**src/rtl/fetch_sequencer_pkg.sv**
```systemverilog
// cpu_pkg: opcodes, sequencer state and next-PC select encodings shared by the fetch path.
package cpu_pkg;
  localparam int DEF_ADDR_W = 5;
  localparam int DEF_OP_W = 3;
  localparam int DEF_CNT_W = 8;
  localparam logic [2:0] OP_HLT = 3'd0;
  localparam logic [2:0] OP_SKZ = 3'd1;
  localparam logic [2:0] OP_ADD = 3'd2;
  localparam logic [2:0] OP_AND = 3'd3;
  localparam logic [2:0] OP_XOR = 3'd4;
  localparam logic [2:0] OP_LDA = 3'd5;
  localparam logic [2:0] OP_STO = 3'd6;
  localparam logic [2:0] OP_JMP = 3'd7;
  typedef enum logic [1:0] {S_FETCH, S_DECODE, S_EXEC, S_HALT} state_t;
  typedef enum logic [1:0] {PC_HOLD, PC_INC1, PC_INC2, PC_LOAD} pc_sel_t;
  function automatic logic is_ctrl(logic [2:0] op);
    return op == OP_HLT || op == OP_SKZ || op == OP_JMP;
  endfunction
endpackage

```
**src/rtl/fetch_sequencer_if.sv**
```systemverilog
// fetch_sequencer_if: instruction-memory, datapath handshake and status signals of the sequencer.
interface fetch_sequencer_if import cpu_pkg::*; #(
  parameter int ADDR_W = DEF_ADDR_W,
  parameter int OP_W = DEF_OP_W,
  parameter int CNT_W = DEF_CNT_W
);
  logic [OP_W-1:0] Opcode;
  logic [ADDR_W-1:0] Address;
  logic Acc_Zero;
  logic Exec_Ready;
  logic Resume;
  logic [ADDR_W-1:0] PC;
  logic Exec_Valid;
  logic [OP_W-1:0] Exec_Op;
  logic [ADDR_W-1:0] Exec_Addr;
  logic Halted;
  logic [CNT_W-1:0] Retired;
  modport master (
    input Opcode, Address, Acc_Zero, Exec_Ready, Resume,
    output PC, Exec_Valid, Exec_Op, Exec_Addr, Halted, Retired
  );
  modport slave (
    output Opcode, Address, Acc_Zero, Exec_Ready, Resume,
    input PC, Exec_Valid, Exec_Op, Exec_Addr, Halted, Retired
  );
endinterface

```
**src/rtl/fetch_sequencer_pc_next.sv**
```systemverilog
// pc_next: combinational next-PC selector (hold / +1 / +2 / load), wrapping modulo 2^ADDR_W.
module pc_next import cpu_pkg::*; #(
  parameter int ADDR_W = DEF_ADDR_W
) (
  input  logic [ADDR_W-1:0] pc,
  input  logic [ADDR_W-1:0] load_addr,
  input  pc_sel_t           sel,
  output logic [ADDR_W-1:0] nxt
);
  always_comb begin
    nxt = sel == PC_LOAD ? load_addr
        : pc + ADDR_W'(sel == PC_INC2 ? 2 : sel == PC_INC1 ? 1 : 0);
  end
endmodule

```
**src/rtl/fetch_sequencer.sv**
```systemverilog
// fetch_sequencer: fetch/decode FSM issuing datapath ops over valid/ready and resolving HLT/SKZ/JMP locally.
module fetch_sequencer import cpu_pkg::*; #(
  parameter int ADDR_W = DEF_ADDR_W,
  parameter int OP_W = DEF_OP_W,
  parameter int CNT_W = DEF_CNT_W
) (
  input logic Clk,
  input logic Reset,
  fetch_sequencer_if.master bus
);
  state_t state, state_nxt;
  pc_sel_t sel;
  logic retire, dec, ctrl, fire;
  logic [ADDR_W-1:0] pc, pc_nxt, addr_q;
  logic [OP_W-1:0] op_q;
  logic [CNT_W-1:0] retired;
  pc_next #(.ADDR_W(ADDR_W)) u_pc_next (
    .pc(pc),
    .load_addr(bus.Address),
    .sel(sel),
    .nxt(pc_nxt)
  );
  always_ff @(posedge Clk) begin
    if (Reset) state <= S_FETCH;
    else state <= state_nxt;
  end
  always_comb begin
    state_nxt = state;
    case (state)
      S_FETCH:  state_nxt = S_DECODE;
      S_DECODE: state_nxt = bus.Opcode == OP_HLT ? S_HALT : ctrl ? S_FETCH : S_EXEC;
      S_EXEC:   state_nxt = bus.Exec_Ready ? S_FETCH : S_EXEC;
      S_HALT:   state_nxt = bus.Resume ? S_FETCH : S_HALT;
      default:  state_nxt = S_FETCH;
    endcase
  end
  always_comb begin
    dec = state == S_DECODE;
    ctrl = is_ctrl(3'(bus.Opcode));
    fire = state == S_EXEC && bus.Exec_Ready;
    sel = dec ? (bus.Opcode == OP_JMP ? PC_LOAD
               : bus.Opcode == OP_SKZ ? (bus.Acc_Zero ? PC_INC2 : PC_INC1) : PC_HOLD)
        : (fire || (state == S_HALT && bus.Resume)) ? PC_INC1 : PC_HOLD;
    retire = (dec && ctrl) || fire;
    bus.Exec_Valid = state == S_EXEC;
    bus.Halted = state == S_HALT;
  end
  always_ff @(posedge Clk) begin
    if (Reset) begin
      pc <= '0;
      op_q <= '0;
      addr_q <= '0;
      retired <= '0;
    end else begin
      pc <= pc_nxt;
      if (dec && !ctrl) begin
        op_q <= bus.Opcode;
        addr_q <= bus.Address;
      end
      if (retire) retired <= retired + 1'b1;
    end
  end
  assign bus.PC = pc;
  assign bus.Exec_Op = op_q;
  assign bus.Exec_Addr = addr_q;
  assign bus.Retired = retired;
endmodule

```
**src/flat_wrapper.sv**
```systemverilog
// flat-port wrapper written by rule: the top's interface ports become plain ports
module fetch_sequencer_flat import cpu_pkg::*;
#(
  parameter int ADDR_W = DEF_ADDR_W,
  parameter int OP_W = DEF_OP_W,
  parameter int CNT_W = DEF_CNT_W
)
  (Clk, Reset, bus_Opcode, bus_Address, bus_Acc_Zero, bus_Exec_Ready, bus_Resume, bus_PC, bus_Exec_Valid, bus_Exec_Op, bus_Exec_Addr, bus_Halted, bus_Retired);
  fetch_sequencer_if #(.ADDR_W(ADDR_W), .OP_W(OP_W), .CNT_W(CNT_W)) bus_i ();
  input logic Clk;
  input logic Reset;
  input wire logic [$bits(bus_i.Opcode)-1:0] bus_Opcode;
  input wire logic [$bits(bus_i.Address)-1:0] bus_Address;
  input wire logic [$bits(bus_i.Acc_Zero)-1:0] bus_Acc_Zero;
  input wire logic [$bits(bus_i.Exec_Ready)-1:0] bus_Exec_Ready;
  input wire logic [$bits(bus_i.Resume)-1:0] bus_Resume;
  output wire logic [$bits(bus_i.PC)-1:0] bus_PC;
  output wire logic [$bits(bus_i.Exec_Valid)-1:0] bus_Exec_Valid;
  output wire logic [$bits(bus_i.Exec_Op)-1:0] bus_Exec_Op;
  output wire logic [$bits(bus_i.Exec_Addr)-1:0] bus_Exec_Addr;
  output wire logic [$bits(bus_i.Halted)-1:0] bus_Halted;
  output wire logic [$bits(bus_i.Retired)-1:0] bus_Retired;
  assign bus_i.Opcode = bus_Opcode;
  assign bus_i.Address = bus_Address;
  assign bus_i.Acc_Zero = bus_Acc_Zero;
  assign bus_i.Exec_Ready = bus_Exec_Ready;
  assign bus_i.Resume = bus_Resume;
  assign bus_PC = bus_i.PC;
  assign bus_Exec_Valid = bus_i.Exec_Valid;
  assign bus_Exec_Op = bus_i.Exec_Op;
  assign bus_Exec_Addr = bus_i.Exec_Addr;
  assign bus_Halted = bus_i.Halted;
  assign bus_Retired = bus_i.Retired;
  fetch_sequencer #(.ADDR_W(ADDR_W), .OP_W(OP_W), .CNT_W(CNT_W)) u_core (.Clk(Clk), .Reset(Reset), .bus(bus_i));
endmodule
```
**config.mk**
```make
export PLATFORM = sky130hd
export DESIGN_NAME = fetch_sequencer_flat
export DESIGN_NICKNAME = d
export VERILOG_FILES = /design/src/rtl/fetch_sequencer_pkg.sv /design/src/rtl/fetch_sequencer_if.sv /design/src/rtl/fetch_sequencer_pc_next.sv /design/src/rtl/fetch_sequencer.sv /design/src/flat_wrapper.sv
export SDC_FILE = /design/constraint.sdc
export NUM_CORES = 1
export LEC_CHECK = 0
export BUFFER_PORTS_ARGS = -buffer_cell sky130_fd_sc_hd__buf_2
export CORE_ASPECT_RATIO = 0.7
export CORE_UTILIZATION = 42
export DETAILED_ROUTE_END_ITERATION = 12
export HOLD_SLACK_MARGIN = 0.1
export PLACE_DENSITY = 0.78
export REMOVE_ABC_BUFFERS = 1
export SLEW_MARGIN = 20
export SYNTH_ARGS = -nofsm -noshare
export SYNTH_HDL_FRONTEND = slang
export SYNTH_HIERARCHICAL = 1
export SYNTH_SLANG_ARGS = --single-unit
```
**constraint.sdc**
```tcl
create_clock -name Clk -period 3.6 [get_ports Clk]
set_clock_uncertainty 0.15 [all_clocks]
set_input_delay 0.72 -clock Clk [delete_from_list [all_inputs] [get_ports Clk]]
set_output_delay 0.72 -clock Clk [all_outputs]
set_load 0.02 [all_outputs]
```
; After elaboration in Yosys (flattened, before gate mapping)
; Cells that the tools add are included.
[word_totals]
output_inout_bits = 23
mem_count = 0
register_bits = 23
rom_bits = 0
ram_bits = 0
latch_bits = 0
[classes]
n_mul = 0
n_mux = 13
div = 0
magnitude_cmp = 0
n_bitwise = 0
n_reduce_logical = 11
n_shift = 0
eq_ne = 8
add_sub_neg = 2
[ops]
columns = cell, count
row1 = 2-to-1 mux 2 bit, 9
row2 = adder 8 x 1 -> 8 bit (second input constant), 1
row3 = equality test 2 bit (second input constant), 4
row4 = case mux 2 bit (4 select lines), 1
row5 = adder 5 x 2 -> 5 bit, 1
row6 = 2-to-1 mux 5 bit, 1
row7 = equality test 2 x 1 -> 1 bit (second input constant), 2
row8 = logical AND 1 bit, 4
row9 = logical OR 1 bit, 4
row10 = equality test 3 x 1 -> 1 bit (second input constant), 1
row11 = equality test 3 bit (second input constant), 1
row12 = zero test 3 bit, 1
row13 = zero test 2 bit, 1
row14 = 2-to-1 mux 1 bit, 2
row15 = zero test 1 bit, 1

; Logic depth before layout (Yosys ltp)
; Gate-level depths: netlist of run 1.
[depth]
depth_word = 10
ltp_mapped = 12

; By module
; The synthesis of run 1 kept the hierarchy.
[modules_own_cells]
columns = module, n_inst, cells_per_inst, area_per_inst_um2
row1 = fetch_sequencer, 1, 108, 994.7
row2 = pc_next, 1, 25, 165.2

; Worst setup path after synthesis of run 1
; Ideal clock, no wire load.
[synth_timing]
path_type = input-to-reg
start = input port bus_Opcode[1]
end = register u_core.pc[4] (netlist: u_core/bus.PC[4])
slack_ns = 0.716
arrival_ns = 2.669
required_time_ns = 3.385
setup_time_ns = 0.065
cell_stages = 12
path_cell_list = or2_4 o21ai_0 a21boi_0 o21ai_0 nor2b_1 ha_1 inv_1 fa_1 nand3b_1 xor2_1 a21oi_1 nor2b_1
[synth_via]
elab_chain_cells = 9
word_cells_on_any_way = 12
classes_between = 1 x add/sub / 5 x eq/ne / 6 x mux
[synth_rtl]
columns = element, line
row1 = start: declaration, flat_wrapper.sv:12  ; input wire logic [$bits(bus_i.Opcode)-1:0] bus_Opcode;
row2 = equality test 3 x 1 -> 1 bit, fetch_sequencer.sv:42  ; : bus.Opcode == OP_SKZ ? (bus.Acc_Zero ? PC_INC2 : PC_INC1) : PC_HOLD)
row3 = 2-to-1 mux 2 bit, fetch_sequencer.sv:42
row4 = 2-to-1 mux 2 bit * (2 in a row), fetch_sequencer.sv:41  ; sel = dec ? (bus.Opcode == OP_JMP ? PC_LOAD
row5 = named net u_core.sel[0], fetch_sequencer.sv:12  ; pc_sel_t sel;
row6 = equality test 2 x 1 -> 1 bit, fetch_sequencer_pc_next.sv:12  ; : pc + ADDR_W'(sel == PC_INC2 ? 2 : sel == PC_INC1 ? 1 : 0);
row7 = 2-to-1 mux 1 bit, fetch_sequencer_pc_next.sv:12
row8 = 2-to-1 mux 2 bit, fetch_sequencer_pc_next.sv:12
row9 = adder 5 x 2 -> 5 bit, fetch_sequencer_pc_next.sv:12
row10 = 2-to-1 mux 5 bit *, fetch_sequencer_pc_next.sv:11  ; nxt = sel == PC_LOAD ? load_addr
row11 = named net u_core.pc_nxt[4], fetch_sequencer.sv:14  ; logic [ADDR_W-1:0] pc, pc_nxt, addr_q;
row12 = end signal: assignment, fetch_sequencer.sv:55  ; pc <= pc_nxt;
row13 = end: declaration, fetch_sequencer.sv:14
; Mark *: on every way through the listed nets, which the timed path passes. The rest lies on a longest branch.
; A chain may end at the register's enable or synchronous reset.

; Worst setup path in the final report of run 1
; Ends and elaborated chain as after synthesis.

==> results.toml, run 1 <==
[outcome]
outcome = "completed"

[drt]
via_count = 1099
ant_nets = 0
vias_per_cell = 5.441
postRouteWirelength_mm = 2.526
dr.pass1.iters = 4
drc = 0
drtIter0Drc = 53
wire_per_inst_um = 12.50

[worst_setup_path]
crit_path_max_fanout = 7
start_kind = "input port"
rrSetupSlack_ns = 0.97
required_ns = 3.65
rr_worst_depth = 11
worstSetupEndpoint = "u_core/bus.PC[4]$_SDFF_PP0_"
cp_data_arrival_time_ns = 3.06
r2r_start = "u_core/state[1]$_SDFF_PP0_"
critPathKind = "input port to flip-flop"
crit_path_end_kind = "flip-flop"
startpoint = "bus_Opcode[1]"
r2r-end = "u_core/bus.PC[4]$_SDFF_PP0_"

[synth]
ys_ff_latch = 23
yosysTopAreaCellShare = 0.3970
synthCells = 133
synth_area_leaders = "dfxtp_1 40%, mux2i_1 6.9%, a21oi_1 5.6%"
synth.distinct_cells = 35
synthSimpleGateAreaFrac = 0.2319
ys_seq_area_frac = 0.3970
netlist_area_um2 = 1160
yosys.area.top_type = "dfxtp_1"
synth_compound_area_frac = 0.1704
yosys.area_share.xor_xnor = 0.03020
synth_top_family_by_area = "simple AND/OR/NAND/NOR gates"
syn_area_per_cell_um2 = 8.721
synthMuxAreaShare = 0.07875
ys_warn_count = 6
yosys.area_share.adder = 0.04962

[place]
port_buffers = 35
hpwl_mm = 1.917
gp_congestion = 0.8283

[timing]
finalCritPeriodShare = 0.8373
grt_setup_unrepaired = "no"
hold_viol_final = 0
fmax_mhz = 331.8
setup_viol = 0
worst_slew_pin_slew_ns = 0.5819
slew_viol_final = 0
final.min_clock_period_ns = 3.014
relSlewSlack = 0.6109
fin_setup_tns_ns = 0

[global_routing]
grt_overflow_total = 0
antenna_found_initial = 0
grt_use_total = 0.1802
grt_pass1_wl_mm = 4.022
grt_max_degree = 24
first_global_vias = 911

[power]
ir_drop_mv = 0.2806
pwr-share-comb = 0.185
leakage_nw = 0.6596
p_sw_mw = 0.1533
pwr-share-seq = 0.519
switching_share = 0.2841
pwr-share-clk = 0.296
p_int_mw = 0.3863
power_density_nw_per_um2 = 384.0

[clocking]
cts-resized-gates = 0
ctsHoldBuffers = 0
cts_max_path_buffers = 2
cts_tree = "built"
numClockSinks = 23
post_cts_buffers = 0
cts_made_buffers = 3
root_buffer = "clkbuf_8"
clock_latency_ns = 0.26
h-tree-depth = 1
cts.clk_slew.worst_paths_ns = 0.08

[floorplanning]
die_x_um = 64.81
ioPinCount = 36
die-area_um2 = 2979
core_um2 = 2534
rows = 15
start_util = 0.4578
fp.dieH_um = 45.97

[final_layout]
final_common_cell = "buf_2"
n_antenna_cell = 0
fill_cells = 245
syn_to_final_growth_pct = 21.14
drive_gt1_frac = 0.2679
layout_common_cells = "35 x buf_2, 23 x dfxtp_1, 16 x nor2_1"
postLayoutCoreUtil = 0.5546
multi_input_area_um2 = 650.6
fin_nets = 186
regArea_um2 = 460.4

[min_path]
hold_class = "flip-flop to flip-flop"
hp-start = "u_core/bus.Retired[7]$_SDFFE_PP0P_"

[run]
maxCapViolCount = 0
[how the worst min path moves through the flow]
stage	cells after the start	endpoint	slack [ns]
finish	2	u_core/bus.Retired[7]$_SDFFE_PP0P_	0.35
global route	2	u_core/bus.Retired[7]$_SDFFE_PP0P_	0.36
CTS	2	u_core/bus.Retired[7]$_SDFFE_PP0P_	0.35
detailed placement	2	u_core/bus.Retired[7]$_SDFFE_PP0P_	0.33
global placement	2	u_core/bus.Retired[7]$_SDFFE_PP0P_	0.31
floorplan	2	u_core/state[1]$_SDFF_PP0_	0.39
[cell families (layout without fill, tap and decap cells)]
kind of cell	count (synthesis)	after routing
simple gates	51	51
compound gates	30	30
flops	23	23
buf+inv	12	47
mux	9	9
fa+ha+maj	4	4
xor+xnor	4	4
[cells in the mapped netlist]
master and n:
nand4b_1 1, dfxtp_1 23, xor2_1 4, or4_1 1, a211oi_1 1, o311ai_0 1, a311oi_1 1, nand2_1 7
o31ai_1 1, clkbuf_1 3, or3_1 6, inv_2 1, and4_1 1, buf_4 1, nor2b_1 8, o211ai_2 1
nand2b_1 3, o21ba_2 1, nand3b_1 2, mux2_2 1, fa_1 1, nor4_1 1, a21oi_1 13, nand3_1 3
a31oi_1 1, o21ai_0 7, a21boi_0 1, o221a_4 1, mux2i_1 8, o31a_1 1, or2_4 1, inv_1 7
nor2_1 16, ha_1 3, and2_1 1
[layer usage]
layer,vias up,global-route usage,share of wire
li1,533,-,-
met1,516,0.2226,0.45
met2,48,0.3146,0.47
met3,2,0.06000,0.080
met4,0,0.02667,0.0040
met5,-,0,0
[state kept, by name, summed over array words and instances, names as in the netlist]
signal	flops
u_core/bus.Retired	8
u_core/bus.Exec_Op	3
u_core/bus.Exec_Addr	5
u_core/bus.PC	5
u_core/state	2
[worst max-delay path, cell delays in order]
cell and delay, ns:
buf_2 0.15, or2_4 0.28, o21ai_0 0.13, a21boi_0 0.09, o21ai_0 0.22, nor2b_1 0.18
ha_1 0.19, inv_1 0.06, fa_1 0.40, nand3b_1 0.20, xor2_1 0.15, a21oi_1 0.13
nor2b_1 0.15
[per-stage QoR]
stage | worst slack (ns) | instance area, um2 | power [mW] | cells | hold WS (ns)
floorplan | 0.7164 | 1141 | 0.3490 | 129 | 0.3890
global placement | 0.4709 | 1359 | 0.3814 | 198 | 0.3093
detailed placement | 0.3252 | 1359 | 0.3857 | 198 | 0.3338
CTS | 0.5848 | 1405 | 0.5424 | 202 | 0.3454
global route | 0.4038 | 1405 | 0.5657 | 202 | 0.3580
finish | 0.5857 | 1405 | 0.5396 | 202 | 0.3483
[power groups by stage]
| stage | clock network [mW] | logic [mW] | registers [mW] |
|---|---|---|---|
| after CTS | 0.162 | 0.100 | 0.280 |
| after detailed placement | 0 | 0.0999 | 0.286 |
| after global placement | 0 | 0.0962 | 0.285 |
| final | 0.160 | 0.100 | 0.280 |
| after global routing | 0.175 | 0.109 | 0.282 |
| after floorplan | 0 | 0.0522 | 0.297 |
[final cells by class]
class	instances	area share
clock buffer	3	0.02939
clock inverter	1	0.003562
inverter	8	0.02137
multi-input combinational	98	0.4630
sequential	23	0.3277
tap	34	0.03028
timing repair buffer	35	0.1247
No activity file was read; power rests on OpenSTA's default activity.
==> run 2, diff against run 1 <==
==> constraint.sdc (replaced) <==
create_clock -name Clk -period 2.9 [get_ports Clk]
set_clock_uncertainty 0.15 [all_clocks]
set_input_delay 0.58 -clock Clk [delete_from_list [all_inputs] [get_ports Clk]]
set_output_delay 0.58 -clock Clk [all_outputs]
set_load 0.02 [all_outputs]
==> run 2 against run 1 <==
Against the previous run: final cell count grew 3.0%; setup slack got worse by 0.40 ns; clock-buffer cell count did not move; critical path depth unchanged; critical endpoint unchanged; critical path type unchanged; largest cell class unchanged; total power is 25% higher; sequential cell count unchanged.
==> results.toml, run 2 (synthesis results as in run 1) <==
[worst_setup_path]
start_kind = "input port"
required_ns = 2.90
critPathKind = "input port to flip-flop"
critPathTopFamily = "simple AND/OR/NAND/NOR gates"
crit_path_max_fanout = 2
critPathMaxStageDelay_ns = 0.38
cp_data_arrival_time_ns = 2.71
path_cells = "buf_2 > or2_4 > o21ai_0 > a21boi_0 > o21ai_0 > nor2b_1 > ha_1 > inv_1 > fa_1 > nand3b_1 > xor2_1 > a21oi_1 > nor2b_1"
cp.buffers_inverters = 2
crit_path_end_kind = "flip-flop"
critPathSlowestCell = "fa_1"

[floorplanning]
fp.dieH_um = 45.97
start_util = 0.4578
core_um2 = 2534
die-area_um2 = 2979
die_x_um = 64.81
rows = 15
ioPinCount = 36

[timing]
fmax_mhz = 367.9
final.min_clock_period_ns = 2.718
setup_viol = 0
grt_setup_unrepaired = "no"
slew_viol_final = 0
relSlewSlack = 0.6253
worst_slew_pin_slew_ns = 0.5604
hold_viol_final = 0
holdWs_ns = 0.3419
finalCritPeriodShare = 0.9372

[drt]
vias_per_cell = 5.226
dr.pass1.iters = 4
drtIter0Drc = 62
drc = 0
ant_nets = 0
via_count = 1087
wire_per_inst_um = 12.41
postRouteWirelength_mm = 2.581

[clocking]
cts-resized-gates = 0
cts_made_buffers = 3
cts_max_path_buffers = 2
root_buffer = "clkbuf_8"
cts_tree = "built"
clock_latency_ns = 0.26
cts.clk_slew.worst_paths_ns = 0.08
post_cts_buffers = 0
numClockSinks = 23
ctsHoldBuffers = 0
h-tree-depth = 1

[place]
port_buffers = 35
hpwl_mm = 1.949
gp_congestion = 0.8305

[final_layout]
drive_gt1_frac = 0.2931
syn_to_final_growth_pct = 25.03
final_common_cell = "buf_2"
fin_nets = 192
multi_input_area_um2 = 650.6
largest_reg_flops = 8
fill_cells = 261
layout_common_cells = "35 x buf_2, 23 x dfxtp_1, 16 x nor2_1"
regArea_um2 = 460.4
n_antenna_cell = 0

[global_routing]
antenna_found_initial = 0
grt_max_degree = 24
grt_use_total = 0.1796
grt_overflow_total = 0
grt_pass1_wl_mm = 3.995
first_global_vias = 942

[power]
power.total_mw = 0.6741
power_density_nw_per_um2 = 464.9
ir_drop_mv = 0.2366
leakage_nw = 0.6876

[outcome]
outcome = "completed"

[min_path]
hold_class = "flip-flop to flip-flop"

[run]
maxCapViolCount = 0
run 2: path summary, 6_finish.rpt:
| kind | start | cells after the start | slack (ns) | to |
|---|---|---|---|---|
| setup / recovery | bus_Opcode[1] | 13 | 0.18 | u_core/bus.PC[4]$_SDFF_PP0_ |
| hold / removal | u_core/bus.Exec_Addr[0]$_SDFFE_PP0P_ | 2 | 0.34 | u_core/bus.Exec_Addr[0]$_SDFFE_PP0P_ |
| setup reg to reg | u_core/state[1]$_SDFF_PP0_ | 11 | 0.37 | u_core/bus.PC[4]$_SDFF_PP0_ |
| hold reg to reg | u_core/bus.Exec_Addr[0]$_SDFFE_PP0P_ | 2 | 0.34 | u_core/bus.Exec_Addr[0]$_SDFFE_PP0P_ |
run 2: final cells by class:
class	instances	share of cell area
inverter	8	0.02071
sequential	23	0.3175
multi-input combinational	98	0.4487
tap	34	0.02934
clock buffer	3	0.02847
clock inverter	1	0.003451
timing repair buffer	41	0.1519
run 2: where the power goes:
group / switching, mW / total (mW) / internal, mW
clock network: 0.101 / 0.197 / 0.0958
registers: 0.0151 / 0.347 / 0.332
logic: 0.0736 / 0.130 / 0.0566
run 2: per-stage QoR:
| stage | worst slack [ns] | instances | instance area (um2) | util | setup TNS (ns) |
|---|---|---|---|---|---|
| 6_report | 0.1822 | 208 | 1450 | 0.5723 | 0 |
| 5_1_grt | 0.001897 | 208 | 1450 | 0.5723 | 0 |
| 4_1_cts | 0.1904 | 208 | 1450 | 0.5723 | 0 |
| 3_5_place_dp | -0.05661 | 204 | 1404 | 0.5541 | -0.07524 |
| 3_3_place_gp | 0.02205 | 204 | 1404 | 0.5541 | 0 |
| 2_1_floorplan | 0.1564 | 129 | 1141 | - | 0 |
run 2: worst reg2reg max path: stages (launching register included):
cell and delay, ns:
dfxtp_1 0.48, nand2_1 0.11, a21boi_0 0.14, o21ai_0 0.21, nor2b_1 0.16, ha_1 0.17
inv_1 0.06, fa_1 0.38, nand3b_1 0.19, xor2_1 0.15, a21oi_1 0.08, nor2b_1 0.14
run 2: per-layer routing:
metal / track usage / up-vias / wire (um)
met5: 0 / - / 0
met4: 0.04000 / 0 / 12
met3: 0.05750 / 2 / 169
met2: 0.3313 / 30 / 1275
met1: 0.2060 / 508 / 1123
li1: - / 547 / -
